--- src/rtl/xor_parity_sched.sv ---
`default_nettype none
// ============================================================================
//  Module   : xor_parity_sched
//  Purpose  : Round-robin scheduler that shares one serial parity engine
//             between four requesters. The engine folds two bits per cycle
//             (acc ^ b0 ^ b1) and returns the word parity tagged with the
//             owner id.
//  Options  : XOR_SCHED_ODD_EN - when defined, parity reports odd parity.
//  Revision : 1.0 - initial release
// ============================================================================
module xor_parity_sched #(
  parameter int WIDTH = 8  // word width; must be even and at least 2
) (
  input  logic                 clk,
  input  logic                 rst,
  input  logic [3:0]           req,
  input  logic [4*WIDTH-1:0]   data,
  output logic [3:0]           gnt,
  output logic                 busy,
  output logic                 done,
  output logic                 parity,
  output logic [1:0]           owner
);

  localparam int              CW   = $clog2(WIDTH/2 + 1);
  localparam logic [CW-1:0]   HALF = CW'(WIDTH/2);
  localparam logic [CW-1:0]   ONE  = CW'(1);

  localparam logic [1:0] ST_IDLE = 2'd0;
  localparam logic [1:0] ST_RUN  = 2'd1;
  localparam logic [1:0] ST_DONE = 2'd2;

`ifdef XOR_SCHED_ODD_EN
  localparam logic ODD_INV = 1'b1;
`else
  localparam logic ODD_INV = 1'b0;
`endif

  logic [1:0]       state_q, state_d;
  logic [1:0]       last_q, last_d;
  logic [WIDTH-1:0] sh_q, sh_d;
  logic             acc_q, acc_d;
  logic [CW-1:0]    cnt_q, cnt_d;
  logic [3:0]       gnt_q, gnt_d;
  logic [1:0]       owner_next_q, owner_next_d;
  logic             done_q, done_d;
  logic             parity_q, parity_d;
  logic [1:0]       owner_q, owner_d;

  logic [1:0]       win;
  logic             found;
  logic [1:0]       idx;

  // Round-robin search: first set request starting just after the last grant
  always_comb begin
    win   = last_q;
    found = 1'b0;
    idx   = 2'd0;
    for (int k = 1; k <= 4; k++) begin
      idx = last_q + 2'(k);
      if (!found && req[idx]) begin
        found = 1'b1;
        win   = idx;
      end
    end
  end

  // Next-state logic for the arbiter and the two-bit-per-cycle fold loop
  always_comb begin
    state_d      = state_q;
    last_d       = last_q;
    sh_d         = sh_q;
    acc_d        = acc_q;
    cnt_d        = cnt_q;
    gnt_d        = 4'b0000;
    owner_next_d = owner_next_q;
    done_d       = 1'b0;
    parity_d     = parity_q;
    owner_d      = owner_q;
    case (state_q)
      ST_IDLE: begin
        if (found) begin
          sh_d         = data[win*WIDTH +: WIDTH];
          acc_d        = 1'b0;
          cnt_d        = HALF;
          gnt_d        = 4'b0001 << win;
          owner_next_d = win;
          last_d       = win;
          state_d      = ST_RUN;
        end
      end
      ST_RUN: begin
        acc_d = acc_q ^ sh_q[0] ^ sh_q[1];
        sh_d  = sh_q >> 2;
        cnt_d = cnt_q - ONE;
        if (cnt_q == ONE) begin
          // Result is the accumulator including this final fold
          state_d  = ST_DONE;
          done_d   = 1'b1;
          parity_d = acc_d ^ ODD_INV;
          owner_d  = owner_next_q;
        end
      end
      ST_DONE: begin
        // Requests are deliberately not sampled here
        state_d = ST_IDLE;
      end
      default: begin
        state_d = ST_IDLE;
      end
    endcase
  end

  // State registers; reset aborts any word in flight without a done pulse
  always_ff @(posedge clk or posedge rst) begin
    if (rst) begin
      state_q      <= ST_IDLE;
      last_q       <= 2'd3;
      sh_q         <= '0;
      acc_q        <= 1'b0;
      cnt_q        <= '0;
      gnt_q        <= 4'b0000;
      owner_next_q <= 2'd0;
      done_q       <= 1'b0;
      parity_q     <= 1'b0;
      owner_q      <= 2'd0;
    end else begin
      state_q      <= state_d;
      last_q       <= last_d;
      sh_q         <= sh_d;
      acc_q        <= acc_d;
      cnt_q        <= cnt_d;
      gnt_q        <= gnt_d;
      owner_next_q <= owner_next_d;
      done_q       <= done_d;
      parity_q     <= parity_d;
      owner_q      <= owner_d;
    end
  end

  assign busy   = (state_q != ST_IDLE);
  assign gnt    = gnt_q;
  assign done   = done_q;
  assign parity = parity_q;
  assign owner  = owner_q;

endmodule
`default_nettype wire

--- config.mk ---
export PLATFORM = sky130hd
export DESIGN_NAME = xor_parity_sched
export DESIGN_NICKNAME = d
export VERILOG_FILES = /design/src/rtl/xor_parity_sched.sv
export SDC_FILE = /design/constraint.sdc
export NUM_CORES = 1
export LEC_CHECK = 0
export CORE_ASPECT_RATIO = 1.5
export CORE_UTILIZATION = 46
export CTS_CLUSTER_DIAMETER = 50
export DETAILED_ROUTE_END_ITERATION = 16
export PLACE_DENSITY = 0.8
export SYNTH_ARGS = -nofsm -noshare
export SYNTH_HDL_FRONTEND = slang
export SYNTH_SLANG_ARGS = --single-unit
--- constraint.sdc ---
create_clock -name clk -period 2.4 [get_ports clk]
set_input_delay 0.48 -clock clk [delete_from_list [all_inputs] [get_ports clk]]
set_output_delay 0.48 -clock clk [all_outputs]
set_load 0.03 [all_outputs]
Yosys cells after proc, flatten, opt, wreduce, memory -nomap -nowiden
Index checks and enable logic that the tools add are counted.
{ "word_totals": {"regBits": 26, "latchBits": 0, "mem_bits_rw": 0, "romBits": 0, "in_bits": 38, "mem_count": 0} }
{ "classes": {"addsub": 4, "multipliers": 0, "div_mod_pow": 0, "order_cmp": 4, "eq_ne": 4, "shifts": 2, "muxes": 29, "bitwise_logic": 2, "n_reduce_logical": 13} }
{ "op_table": {"columns": ["cell", "count"], "rows": [
  ["variable part select 32 x 6 -> 8 bit", 1],
  ["case mux 8 bit (2 select lines)", 1],
  ["< comparator 2 x 3 -> 1 bit (second input constant)", 4],
  ["2-to-1 mux 2 bit", 6],
  ["2-to-1 mux 1 bit", 11],
  ["binary-select mux 1 bit (select 2 bit)", 4],
  ["2-to-1 mux 4 bit", 2],
  ["2-to-1 mux 8 bit", 1],
  ["AND reduction 2 bit", 4],
  ["case mux 3 bit (2 select lines)", 1],
  ["adder 2 bit (second input constant)", 2],
  ["!= test 2 bit (second input constant)", 2],
  ["case mux 2 bit (2 select lines)", 1],
  ["nonzero test 2 bit", 2],
  ["<< shifter 1 x 2 -> 4 bit (first input constant)", 1],
  ["== test 3 x 1 -> 1 bit (second input constant)", 1],
  ["logical AND 1 bit", 3],
  ["logical NOT 1 bit", 3],
  ["2-to-1 mux 3 bit", 1],
  ["subtractor 3 x 1 -> 3 bit (second input constant)", 1],
  ["adder 2 x 1 -> 2 bit (second input constant)", 1],
  ["== test 2 x 1 -> 1 bit (second input constant)", 1],
  ["logical NOT 2 bit", 1],
  ["case mux 1 bit (2 select lines)", 1],
  ["XOR 1 bit", 2]
]} }

Longest topological paths before layout
Gate-level depths: netlist (run 1).
{ "logic_depth": {"depth_word": 16, "depth_mapped": 7} }

Least setup slack after synthesis (run 1)
Ideal clock, no wire load.
{ "synth_timing": {"kind": "flip-flop to flip-flop", "from": "register last_q[1]", "to": "register sh_q[6]", "setup_time_ps": 126, "t_arrival_ps": 1868, "t_required_ps": 2274, "setup_slack_ps": 406, "path_stages_with_launch": 7, "n_path_buf": 1, "synth_period_minus_slack_ps": 1994, "path_cell_list": "dfstp_2 buf_6 mux2i_1 nor2_1 a311oi_4 mux2_1 a221o_1"} }
{ "synth_between": {"elab_chain_len": 16} }
{ "synth_rtl": {"columns": ["element", "line_no", "source"], "rows": [
  ["start, declared", "40", "logic [1:0] last_q, last_d;"],
  ["start signal, assigned", "129", "last_q <= last_d;"],
  ["adder 2 x 1 -> 2 bit", "60", "idx = last_q + 2'(k);"],
  ["binary-select mux 1 bit (select 2 bit)", "61", "if (!found && req[idx]) begin"],
  ["2-to-1 mux 1 bit (not written as such)", "61", null],
  ["2-to-1 mux 1 bit", "61", null],
  ["logical NOT 1 bit", "61", null],
  ["logical AND 1 bit", "61", null],
  ["2-to-1 mux 1 bit", "61", null],
  ["logical NOT 1 bit", "61", null],
  ["logical AND 1 bit", "61", null],
  ["2-to-1 mux 1 bit", "61", null],
  ["logical NOT 1 bit", "61", null],
  ["logical AND 1 bit", "61", null],
  ["2-to-1 mux 2 bit", "61", null],
  ["variable part select 32 x 6 -> 8 bit", "83", "sh_d = data[win*WIDTH +: WIDTH];"],
  ["2-to-1 mux 8 bit", "82", "if (found) begin"],
  ["case mux 8 bit (2 select lines)", "80", "case (state_q)"],
  ["end signal, assigned", "119", "sh_q <= '0;"],
  ["end signal, assigned", "130", "sh_q <= sh_d;"],
  ["end, declared", "41", "logic [WIDTH-1:0] sh_q, sh_d;"]
]} }
Parallel ways exist; a longest one is shown, timed or not. The select of a mux whose other input is x is not followed.
A chain may end at the register's enable or synchronous reset.

Worst setup path in the final report (run 1)
{ "layout_timing": {"from": "input port req[3]", "to": "register sh_q[4]"} }
{ "layout_between": {"elab_chain_len": 15} }
{ "layout_rtl": {"columns": ["element", "line_no", "source"], "rows": [
  ["start, declared", "16", "input logic [3:0] req,"],
  ["binary-select mux 1 bit (select 2 bit)", "61", null],
  ["2-to-1 mux 1 bit (not written as such)", "61", null],
  ["2-to-1 mux 1 bit", "61", null],
  ["logical NOT 1 bit", "61", null],
  ["logical AND 1 bit", "61", null],
  ["2-to-1 mux 1 bit", "61", null],
  ["logical NOT 1 bit", "61", null],
  ["logical AND 1 bit", "61", null],
  ["2-to-1 mux 1 bit", "61", null],
  ["logical NOT 1 bit", "61", null],
  ["logical AND 1 bit", "61", null],
  ["2-to-1 mux 2 bit", "61", null],
  ["variable part select 32 x 6 -> 8 bit", "83", null],
  ["2-to-1 mux 8 bit", "82", null],
  ["case mux 8 bit (2 select lines)", "80", null]
]} }
Parallel ways exist; a longest one is shown, timed or not. The select of a mux whose other input is x is not followed.

==> impl_results.md, run 1 <==
- Starting Density: 49.5%
- Worst Skew: ~0.0029 ns
- Vias in the first global route: 1264
- Number of setup violations in the final report: 0
- Maximum vdd drop: 0.000541 V
- Die H: 71.3 um
- Utilization after layout: 68.8%
- Final Critical Period: 2.13 ns
- Fraction of layout cells with a size suffix above 1: ~14%
- First-pass GRT wire length: 5.67 mm
- TritonCTS clock tree: built
- Drt first pass iters: 4
- Req. time, crit path: around 2.6 ns
- Int Pwr: 1340 uW
- Post-CTS Hold Buffers: 0
- DP Area: approximately 2000 um^2
- Clk pwr share: 12.5%
- Fin crit share: roughly 89%
- Yosys reg bits: 26
- Endpoint class of the critical path: register
- Slew HR: 59.7%
- Top-count cell post-synth: dfrtp_1
- Clock Tree Root: clkbuf_8
- Area leader, netlist: dfrtp_1
- Area grow syn2layout: 39.0%
- Die width: 48.2 um
- H-tree depth: 1
- CTS resizes: 0
- Final hold vios: 0
- EDFF count, synth: 0
- Num ports: 47
- Drt via density: about 5.4
- Worst setup SP type: input pin
- Main synth FF type: dfrtp_1
- Area contributors post-synth: dfrtp_1 41%, mux2_2 7.7%, mux2i_1 6.1%, nand3_1 5.8%, dfstp_2 3.6%
- Sw Pwr: 885 uW
- GRT Total Usage: 22.4%
- Routed met3 length: 130 um
- DRC viols: 0
- Highest routed metal layer: met4
- Setup TNS: 0 ns
- Fmax: 469 MHz
- # port buffers: between 40 and 50
- R2R Path Start: last_q[1]
- Die area: 3430 um^2
- Routed wire per std cell: 14.0 um
- Total clock sinks: 26
- Switching Share: around two fifths
- Sequential power share: 33.9%
- Post-synthesis sequential area ratio: 44.4%
- Top cells by count, synth: 24 x dfrtp_1, 17 x nand3_1, 10 x a21oi_1, 10 x mux2_2
- Unrepaired setup endpoints after global routing: no
- Core ar.: just under 3000 um^2
- Hold_sp: owner_next_q[1]
- Measured slew at the worst slew-check pin: about 0.60 ns
- Max incr delay on CP: 0.48 ns
- Count of cell types in the netlist: 31
- 1st-iter DRT viols: 29
- Pins Over Slew Limit: 0
- # diodes: 0
- Congestion Overflow GR: 0
- Latest clock arrival within the worst-skew pair: approximately 0.26 ns
- Bufs on Longest Clock Path: 2
- Hold slack: 0.494 ns
- Fraction of registers with async set/reset: 100%
- Syn Nets: 187
- R2R depth: 6
- Worst Path Arrival: 2.32 ns
- Yosys top cell area share: 40.8%
- Pin count of the biggest net entering global routing: 21
- Combinational power share: 53.6%
- Final design area excluding fillers: 2050 um^2
- Post-DP HPWL: 2.67 mm
- Maxcap violations: 0
- Initial antenna violation count: 0
- Ys Warns: 0
- M1 WL: 1.31 mm
- Std-Cell Rows: 24
- Post-route antenna net violation count: 0
- Slowest CP cell: clkdlybuf4s50_1
- P_leak: 0.000878 uW
- Crit Path Max Fanout: 20
- RR Endpoint: sh_q[4]
- Syn Area/Cell: 10.0 um^2
- CTS clk-pin slew, worst paths: 0.09 ns
- Hold Path End: owner_next_q[1]
- R2r setup slk: 0.28 ns
- Setup CP Type: in2reg
- Mapped Cells: 147
- Hold depth: 2
- Final wirelength: 3.30 mm
- Fillcell total: 225
- Status: completed
- Min-delay worst type: reg2reg
- Number of setup buffers added after CTS: 0
- DR vias: between 1000 and 1500
- PD cells: 1090 nW/um^2
- Total CTS buffers: 3
- Area of the mapped netlist: 1470 um^2
- WL met2: roughly 1.8 mm
- # nets final: 237
- Worst-path cell chain: clkdlybuf4s50_1 > mux2i_1 > nor2_1 > a311oi_4 > buf_4 > mux2_2 > o211ai_1
- Gp weighted congestion: 0.774
-- final cells by class --
class                           instances  area [um^2]  share of cell area (%)
Timing Repair Buffer                   55          528                    25.8
Tap cell                               39         48.8                    2.39
Sequential cell                        26          653                    31.9
Clock buffer                            4         55.1                    2.69
Inverter                                4         15.0                   0.734
Multi-Input combinational cell        107          746                    36.5
-- through the flow --
step	power, uW	setup WS [ns]	cells
after floorplan	1610	0.406	147
after global placement	1910	0.0799	231
after detailed placement	1970	-0.0112	231
after CTS	2250	0.272	235
after global routing	2410	0.177	235
final	2230	0.268	235
-- registers in the layout, indices dropped and copies added (netlist names) --
signal        count
acc_q             1
cnt_q             3
done              1
gnt               4
last_q            2
owner             2
owner_next_q      2
parity            1
sh_q              8
state_q           2
-- power by group through the flow --
stage                     Sequential, uW  Combinational [uW]  Clock [uW]
final                                755                1190         280
after detailed placement             763                1210           0
after global placement               750                1160           0
after global routing                 783                1320         307
after CTS                            755                1210         289
after floorplan                      805                 806           0
-- layout by cell type (no fill, tap or decap), drive strengths merged, types with 3 or more instances in the layout --
| cell | synthesis | layout |
|---|---|---|
| clkdlybuf4s50 | 0 | 46 |
| mux2 | 11 | 11 |
| nand3 | 17 | 17 |
| inv | 4 | 4 |
| nor2 | 9 | 9 |
| a21oi | 10 | 10 |
| buf | 4 | 9 |
| and2 | 3 | 3 |
| dfrtp | 24 | 24 |
| and3 | 7 | 7 |
| nand2 | 7 | 7 |
| nor2b | 3 | 3 |
| o21ai | 6 | 6 |
| o211ai | 6 | 6 |
| mux2i | 9 | 9 |
| nand2b | 5 | 5 |
| clkbuf | 6 | 4 |
-- kinds of logic after synthesis --
kind of cell,synth area share [%]
AO/OA/AOI/OAI,13.6
XOR/XNOR,1.19
adder cells (fa/ha/maj),1.70
buffers and inverters,4.93
flip-flops,44.4
multiplexers,14.5
AND/OR/NAND/NOR,19.6
-- metal layers --
layer  track usage (%)  vias to the layer above
li1                  -                      616
met1              27.7                      613
met2              38.7                       44
met3              2.52                        2
met4              6.48                        0
met5                 0                        -
-- how the worst max path moves through the flow --
stage	from	endpoint	cells past startpoint	slack, ns
after floorplan	last_q[1]	sh_q[6]	6	0.41
after global placement	req[3]	sh_q[2]	7	0.08
after detailed placement	req[3]	sh_q[1]	7	-0.01
after CTS	req[3]	sh_q[1]	7	0.27
after global routing	req[3]	sh_q[4]	7	0.18
final	req[3]	sh_q[4]	7	0.27
-- critical path: cells and delay by family --
kind / cells / cell delay, ns
buffers and inverters: 2 / 0.81
muxes: 2 / 0.55
AOI/OAI and AO/OA: 2 / 0.39
and+or+nand+nor: 1 / 0.08
No activity file was read; power rests on OpenSTA's default activity.
==> run 2: changes to the inputs <==
--- a/config.mk
+++ b/config.mk
@@ -9,6 +9,7 @@
 export CORE_UTILIZATION = 46
 export CTS_CLUSTER_DIAMETER = 50
 export DETAILED_ROUTE_END_ITERATION = 16
+export GPL_TIMING_DRIVEN = 0
 export PLACE_DENSITY = 0.8
 export SYNTH_ARGS = -nofsm -noshare
 export SYNTH_HDL_FRONTEND = slang
==> run 2 against run 1 <==
Flip-flop and latch count unchanged. Via count decreased by 1.3%. First-iteration DRC count increased by 72%. Total power increased by 0.55%. Register-to-register slack got worse by 0.02 ns. Final area decreased by 0.18%. Clock power about the same. Cell count increased by 0.43%. Wire length decreased by 2.5%. Global-route usage decreased by 0.53 points. Count of clock-buffer cells in the layout unchanged.
==> impl_results.md, run 2 (same netlist as run 1, synthesis figures left out) <==
- 1st-iter DRT viols: 50 (+72%)
- Pins Over Slew Limit: 0 (unchanged)
- # nets final: 238 (+0.42%)
- Min-delay worst type: reg2reg
- Fin crit share: 91.2% (+2.3 points)
- Std-Cell Rows: 24 (unchanged)
- Congestion Overflow GR: 0 (unchanged)
- Commonest non-fill, non-tap cell in the layout: clkdlybuf4s50_1
- Hold slack: 0.476 ns (-0.0185 ns)
- Routed wire per std cell: 13.6 um (-2.9%)
- Total clock sinks: 26 (unchanged)
- Multi-input gate area: 752 um^2 (+0.84%)
- Worst Path Arrival: 2.34 ns (+0.02 ns)
- Reg area: 653 um^2 (unchanged)
- Total CTS buffers: 3 (unchanged)
- Setup TNS: 0 ns (unchanged)
- Measured slew at the worst slew-check pin: 0.945 ns (+0.340 ns)
- Commonest non-fill, non-tap cells in the layout: 46 x clkdlybuf4s50_1, 24 x dfrtp_1, 17 x nand3_1
- DP Area: 1980 um^2 (-0.50%)
- Crit path buffers/inverters: 1 (-1)
- Endpoint class of the critical path: register
- Starting Density: 49.5% (unchanged)
- Crit Path Max Fanout: 4 (-80%)
- Core ar.: 2970 um^2 (unchanged)
- Slew HR: 36.9% (-23 points)
- Die width: 48.2 um (unchanged)
- Fraction of layout cells with a size suffix above 1: 12.2% (-2.1 points)
- Bufs on Longest Clock Path: 2 (unchanged)
- Post-DP HPWL: 2.58 mm (-3.2%)
- Max incr delay on CP: 0.51 ns (+0.03 ns)
- Initial antenna violation count: 0 (unchanged)
- P_leak: 0.000863 uW (-1.7%)
- # diodes: 0 (unchanged)
- Die H: 71.3 um (unchanged)
- Maximum vdd drop: 0.000545 V (+0.90%)
- Status: completed
- Final Critical Period: 2.19 ns (+0.0562 ns)
- Fmax: 457 MHz (-2.6%)
- Final hold vios: 0 (unchanged)
- Slowest CP cell: clkdlybuf4s50_1
- Unrepaired setup endpoints after global routing: no
- DR vias: 1258 (-1.3%)
- Vias in the first global route: 1263 (-0.079%)
- PD cells: 1100 nW/um^2 (+0.73%)
- Worst setup SP type: input pin
- # port buffers: 46 (unchanged)
- Area grow syn2layout: 38.8%
- Worst-path cell chain: clkdlybuf4s50_1 > mux2i_1 > nor2_1 > a311oi_4 > mux2_1 > a221o_1
- Maxcap violations: 0 (unchanged)
- Fillcell total: 249 (+11%)
- DRC viols: 0 (unchanged)
- Most flop-heavy register: sh_q
- CP delay by family, top: compound AO/OA/AOI/OAI gates
- Number of setup violations in the final report: 0 (unchanged)
- Worst Skew: 0.00280 ns (-0.0000627 ns)
- CTS clk-pin slew, worst paths: 0.08 ns (about the same)
- Die area: 3430 um^2 (unchanged)
- GRT Total Usage: 21.9% (-0.53 points)
- Post-route antenna net violation count: 0 (unchanged)
- TritonCTS clock tree: built
- First-pass GRT wire length: 5.44 mm (-4.0%)
- Num ports: 47 (unchanged)
- Pin count of the biggest net entering global routing: 27 (+29%)
- Setup CP Type: in2reg
- Gp weighted congestion: 0.819 (+5.8%)
- Final wirelength: 3.21 mm (-2.5%)
- Req. time, crit path: 2.55 ns (-0.04 ns)
- Drt first pass iters: 4 (unchanged)
- Max reg flops: 8 (unchanged)
- Drt via density: 5.33 (-1.8%)
- Clock Tree Root: clkbuf_8
- Latest clock arrival within the worst-skew pair: 0.27 ns (about the same)
- Final design area excluding fillers: 2040 um^2 (-0.18%)
- Post-CTS Hold Buffers: 0 (unchanged)
- H-tree depth: 1 (unchanged)
==> run 2: cell count changes in the layout (fill, tap and decap cells not counted) <==
cell      delta
buf_4        -8
clkbuf_1     +6
buf_6        +2
buf_2        +1
nor4_1       -1
nor4_2       +1
==> run 2: per-layer routing <==
layer,track usage [%],vias up,part of all wire (%)
met5,0,-,0
met4,6.48,0,1.4
met3,2.27,5,3.0
met2,38.8,37,55
met1,25.9,595,40
li1,-,621,-
==> run 2: timing repair <==
| item | CTS | global route |
|---|---|---|
| endpoints found under the setup margin | 0 | 2 |
| buffers inserted | 0 | 0 |
| gates resized for setup | 0 | 1 |
==> run 2: per-stage QoR <==
| stage | total power (uW) | utilization [%] | worst slack, ns | instances |
|---|---|---|---|---|
| after floorplan | 1610 | - | 0.406 | 147 |
| final | 2240 | 68.7 | 0.212 | 236 |
| after detailed placement | 1970 | 66.6 | -0.150 | 232 |
| after CTS | 2260 | 68.5 | 0.145 | 236 |
| after global placement | 1930 | 66.6 | -0.159 | 232 |
| after global routing | 2410 | 68.7 | 0.0473 | 236 |
==> run 2: worst paths after layout <==
check	from	endpoint	slack, ns	depth (start not counted)
max in group asynchronous	rst	sh_q[6]	1.11	2
min in group asynchronous	rst	state_q[0]	0.72	2
max reg2reg	last_q[1]	sh_q[6]	0.26	6
min reg2reg	owner_next_q[1]	owner_next_q[1]	0.48	2
min	owner_next_q[1]	owner_next_q[1]	0.48	2
max	req[1]	sh_q[6]	0.21	6
==> run 2: worst register-to-register path, cell delays in order, from the launching register on <==
cell and delay [ns]:
dfstp_2 0.54, buf_6 0.12, mux2i_1 0.18, nor2_1 0.08
a311oi_4 0.37, mux2_1 0.38, a221o_1 0.35
==> run 2: area by class of cell <==
type                       count  area share [%]
clock buffer                   4            2.70
tap                           39            2.39
timing repair buffer          46            22.5
sequential                    26            32.0
multi-input combinational    107            36.8
inverter                       4           0.735
buffer                        10            2.82
==> run 2: where the power goes <==
group          leakage [uW]  internal (uW)  total (uW)  switching [uW]
Sequential         0.000321            632         733             101
Clock             0.0000288            147         278             131
Combinational      0.000513            561        1230             669
